==> src/rtl/clk_div_multi.sv <==
// clk_div_multi: multi-channel, runtime-programmable clock divider and tick generator.
//
// Each channel divides clk by its own divisor. A write only updates the channel's
// shadow divisor. The shadow moves into the active divisor at the end of the current
// period, or on any edge while the channel is disabled (divisor 0). A running period
// is therefore never cut short or stretched.
//
// Per channel, clkout, tick and pending are registered. They always reflect the
// current active divisor D, counter C and shadow S:
//   clkout  = (D >= 2) && (C >= D - D/2)  -- low for ceil(D/2) cycles, then high
//   tick    = (D >= 1) && (C == D - 1)    -- last cycle of each period
//   pending = (S != D)
//
// Write port: wr_en is a single-cycle strobe. There is no ready signal, so a write
// is always accepted on the edge where wr_en is 1. Addresses wr_ch >= N_CH are
// silently ignored.
//
// Optional build macro CLK_DIV_MULTI_SYNC_EN adds a `sync` input. On any edge with
// sync=1, every channel loads its shadow divisor and restarts from C=0, which
// phase-aligns all channels. rst still has priority over sync.

module clk_div_multi #(
    parameter int          N_CH        = 4,
    parameter int          CH_W        = 2,
    parameter int          CNT_W       = 32,
    parameter int unsigned DEFAULT_DIV = 100000000
) (
    input  logic             clk,
    input  logic             rst,
`ifdef CLK_DIV_MULTI_SYNC_EN
    input  logic             sync,
`endif
    input  logic             wr_en,
    input  logic [CH_W-1:0]  wr_ch,
    input  logic [CNT_W-1:0] wr_div,
    output logic [N_CH-1:0]  clkout,
    output logic [N_CH-1:0]  tick,
    output logic [N_CH-1:0]  pending
);

    localparam logic [CNT_W-1:0] ZERO    = '0;
    localparam logic [CNT_W-1:0] ONE     = CNT_W'(1);
    localparam logic [CNT_W-1:0] TWO     = CNT_W'(2);
    localparam logic [CNT_W-1:0] DEF_DIV = CNT_W'(DEFAULT_DIV);

    // Global forced load (phase alignment). It is tied off when sync is not built in.
    logic force_load;
`ifdef CLK_DIV_MULTI_SYNC_EN
    assign force_load = sync;
`else
    assign force_load = 1'b0;
`endif

    for (genvar i = 0; i < N_CH; i++) begin : g_ch
        logic [CNT_W-1:0] shadow_q;
        logic [CNT_W-1:0] active_q;
        logic [CNT_W-1:0] count_q;
        logic [CNT_W-1:0] shadow_n;
        logic [CNT_W-1:0] active_n;
        logic [CNT_W-1:0] count_n;
        logic             wr_hit;
        logic             period_end;
        logic             load;
        logic             clk_q;
        logic             tick_q;
        logic             pend_q;
        logic             clk_n;
        logic             tick_n;
        logic             pend_n;

        // Next state: a write goes to the shadow only. The active divisor takes the
        // old shadow on a load edge, so a coincident write waits for the next period.
        // Outputs are derived from the next state, so the registered outputs always
        // match the registered D/C/S.
        always_comb begin
            wr_hit     = wr_en && (wr_ch == CH_W'(i));
            period_end = (active_q != ZERO) && (count_q == active_q - ONE);
            load       = period_end || (active_q == ZERO) || force_load;
            shadow_n   = wr_hit ? wr_div : shadow_q;
            active_n   = load ? shadow_q : active_q;
            count_n    = load ? ZERO : count_q + ONE;
            clk_n      = (active_n >= TWO) && (count_n >= active_n - (active_n >> 1));
            tick_n     = (active_n != ZERO) && (count_n == active_n - ONE);
            pend_n     = (shadow_n != active_n);
        end

        // Channel state and registered outputs. Async reset restarts the period at C=0.
        always_ff @(posedge clk or posedge rst) begin
            if (rst) begin
                shadow_q <= DEF_DIV;
                active_q <= DEF_DIV;
                count_q  <= ZERO;
                clk_q    <= 1'b0;
                tick_q   <= 1'b0;
                pend_q   <= 1'b0;
            end else begin
                shadow_q <= shadow_n;
                active_q <= active_n;
                count_q  <= count_n;
                clk_q    <= clk_n;
                tick_q   <= tick_n;
                pend_q   <= pend_n;
            end
        end

        assign clkout[i]  = clk_q;
        assign tick[i]    = tick_q;
        assign pending[i] = pend_q;
    end

endmodule

==> config.mk <==
export PLATFORM = sky130hd
export DESIGN_NAME = clk_div_multi
export DESIGN_NICKNAME = d
export VERILOG_FILES = /design/src/rtl/clk_div_multi.sv
export SDC_FILE = /design/constraint.sdc
export NUM_CORES = 2
export LEC_CHECK = 0
export CORE_AREA = 3 3 339 341
export DETAILED_ROUTE_END_ITERATION = 10
export DIE_AREA = 0 0 342 344
export HOLD_SLACK_MARGIN = 0.12
export PLACE_DENSITY = 0.47
export SLEW_MARGIN = 30
export SYNTH_ARGS = -nofsm -noshare
export SYNTH_HDL_FRONTEND = slang
export SYNTH_SLANG_ARGS = --single-unit
==> constraint.sdc <==
create_clock -name clk -period 28.3 [get_ports clk]
set_input_delay 5.66 -clock clk [delete_from_list [all_inputs] [get_ports clk]]
set_output_delay 5.66 -clock clk [all_outputs]
set_load 0.03 [all_outputs]
==> results.toml <==
[timing]
fmax_mhz = 91.4
worst_pin_slew_ns = 1.13
fin_crit_ns = 10.94
setup_violations = 0
fin_tns_setup_ns = 0
slew_violations = 0
fin_worst_skew_ns = 0.0143
rsz0062_at_grt = "false"
finalHoldViolations = 0
maxSlewHeadroom_pct = 22.9
period_share_pct = 38.7

[clocking]
cts_setup_buffers = 0
insertion_delay_ns = 0.64
clock_path_buffers = 3
cts-htree-levels = 2
clock-sinks = 396
clk_pin_slew_worst_paths_ns = 0.06
cts_buffers = 55
cts_resized = 0
holdBufCountCts = 0
clockRootBuffer = "clkbuf_16"
cts_tree = "yes"

[placement]
dp_hpwl_um = 115000
portBuffers = 48
finalWeightedCongestion = 0.928

[synthesis]
yosysMostFrequentCell = "xnor2_1"
synth_area_per_cell_sq_um = 8.74
ys_seq_area_share_pct = 25.5
synth_seq_cells = 396
synth_ff_type = "dfrtp_1"
yosysTopAreaCellShare_pct = 19.1
synth_area_leader_cell = "dfrtp_1"
synthTopCellsByCount = "468 x xnor2_1, 405 x ha_1, 396 x nor2_1"
syn-num-nets = 4935
syn_inst = 4490
synth_cell_types = 94
netlist_area_sq_um = 39300
synth_edf_count = 0
synth_area_leaders = "dfrtp_1 19%, ha_1 13%, xnor2_1 10%"
ys_async_sr_fraction_pct = 100
ys.warnings.count = 0

[floorplanning]
core_area_sq_um = 112000
die_w_um = 342
fp.dieH_um = 344
die_area_sq_um = 118000
io_pins = 49
placementRows = 123
initial_core_util_pct = 35.0

[route]
wl_per_cell_um = 23.8
vias = 33800
vias_per_cell = 5.55
drt.antenna.violating_nets = 0
drt-pass1-iter-count = 6
drtIter0Drc = 2504
post-route-drc-count = 0
routed_wl_um = 145000

[worst_setup_path]
cp.arrival_ns = 11.44
cpPeakStageDelay_ns = 0.81
crit_required_ns = 28.80
worstSetupPathType = "reg -> reg"
path_common_cell = "ha_1"
crit_fanout = 62
worst_path_max_delay_cell = "a2111oi_0"
r2r_cells = 27
ff2ff_setup_slack_ns = 17.36
start_kind = "register"
endpoint_kind = "register"

[grt]
grt_pass1_vias = 33000
grt_max_degree = 87
grt-ovfl-total = 0
antenna_found_initial = 19
grt_first_pass_wirelength_um = 216000
track_usage_pct = 24.0

[outcome]
status = "complete, no violations"

[final_layout]
layout.nets = 4973
drive_gt1_share_pct = 10.3
syn_to_final_growth_pct = 10.8
fillCellCount = 11400

[min_path]
min_path_type = "reg -> reg"
hold_path_depth = 1

[job]
drv_cap = 0
[worst max-delay path: cells and delay by family, from the launching register on]
kind,cells,cell delay [ns]
DFF,1,0.44
buffers and inverters,3,0.98
AOI/OAI and AO/OA,8,3.92
xor gates and xnor gates,1,0.19
muxes,1,0.55
and+or+nand+nor,11,3.67
adders and majority gates,3,0.93
[cell usage in the layout (no fill, tap or decap), drive strengths merged, types with 29 or more instances in the layout]
cell,count
nand2b,71
xor2,230
nand2,242
xnor2,468
buf,64
or3,32
dfstp,96
nor2b,58
clkdlybuf4s50,48
a21oi,211
inv,265
mux2i,155
nor2,396
o21ai,151
ha,405
o21bai,29
a31oi,52
nor3,100
dfrtp,300
and3,60
or4,39
nand4,101
a21o,85
clkbuf,76
nand3,132
mux2,147
nor4,96
[cell type report]
| type | count | area (sq um) | area share (%) |
|---|---|---|---|
| Antenna cell | 8 | 20.0 | 0.0460 |
| Clock buffer | 76 | 1600 | 3.67 |
| Sequential cell | 396 | 10000 | 23.1 |
| Inverter | 266 | 1010 | 2.31 |
| Tap cell | 1500 | 1880 | 4.32 |
| Timing Repair Buffer | 112 | 1030 | 2.36 |
| Clock inverter | 26 | 305 | 0.702 |
| Multi-Input combinational cell | 3697 | 27600 | 63.5 |
[path summary, 6_finish.rpt]
path	startpoint	endpoint
min in group asynchronous	rst	g_ch[2].count_q[2]$_DFF_PP0_
worst min-delay path	g_ch[1].shadow_q[31]$_DFF_PP0_	g_ch[1].shadow_q[31]$_DFF_PP0_
worst max-delay path	g_ch[0].active_q[0]$_DFF_PP0_	g_ch[0].clk_q$_DFF_PP0_
worst max register to register	g_ch[0].active_q[0]$_DFF_PP0_	g_ch[0].clk_q$_DFF_PP0_
worst min register to register	g_ch[1].shadow_q[31]$_DFF_PP0_	g_ch[1].shadow_q[31]$_DFF_PP0_
max in group asynchronous	rst	g_ch[3].active_q[19]$_DFF_PP0_
[stage by stage]
stage / instance area, sq um / setup WS [ns] / hold WS, ns / utilization (%) / instances
2_1_floorplan: 39300 / 11.79 / 0.497 / - / 4490
3_3_place_gp: 41400 / 16.58 / 0.511 / 36.9 / 5968
3_5_place_dp: 41500 / 17.22 / 0.520 / 37.0 / 5968
4_1_cts: 43400 / 17.15 / 0.533 / 38.7 / 6070
5_1_grt: 43500 / 16.55 / 0.548 / 38.7 / 6074
6_report: 43500 / 17.36 / 0.536 / 38.8 / 6081
[kinds of logic (layout without fill, tap and decap cells)]
| family | Yosys count | after routing | synth area share [%] |
|---|---|---|---|
| AND/OR/NAND/NOR | 1467 | 1467 | 19.4 |
| AO/OA/AOI/OAI | 816 | 816 | 13.8 |
| XOR/XNOR | 699 | 699 | 15.6 |
| flip-flops | 396 | 396 | 25.5 |
| buffers and inverters | 397 | 480 | 4.29 |
| adder cells (fa/ha/maj) | 413 | 413 | 13.2 |
| other | 0 | 8 | 0 |
| multiplexers | 302 | 302 | 8.17 |
[per-layer routing]
metal / up-vias / global-route usage (%) / wire, um
met5: - / 0 / 0
met4: 0 / 5.36 / 3270
met3: 139 / 2.18 / 6310
met2: 795 / 39.4 / 66400
met1: 16600 / 34.1 / 68700
li1: 16200 / - / -
[flip-flops by register name (all words and copies together), names as in the netlist]
name,flops
g_ch.pend_q,4
g_ch.clk_q,4
g_ch.active_q,128
g_ch.shadow_q,128
g_ch.tick_q,4
g_ch.count_q,128
Power is not shown: default switching activity piles up to over one toggle a cycle in this logic, so the estimate is an artifact.
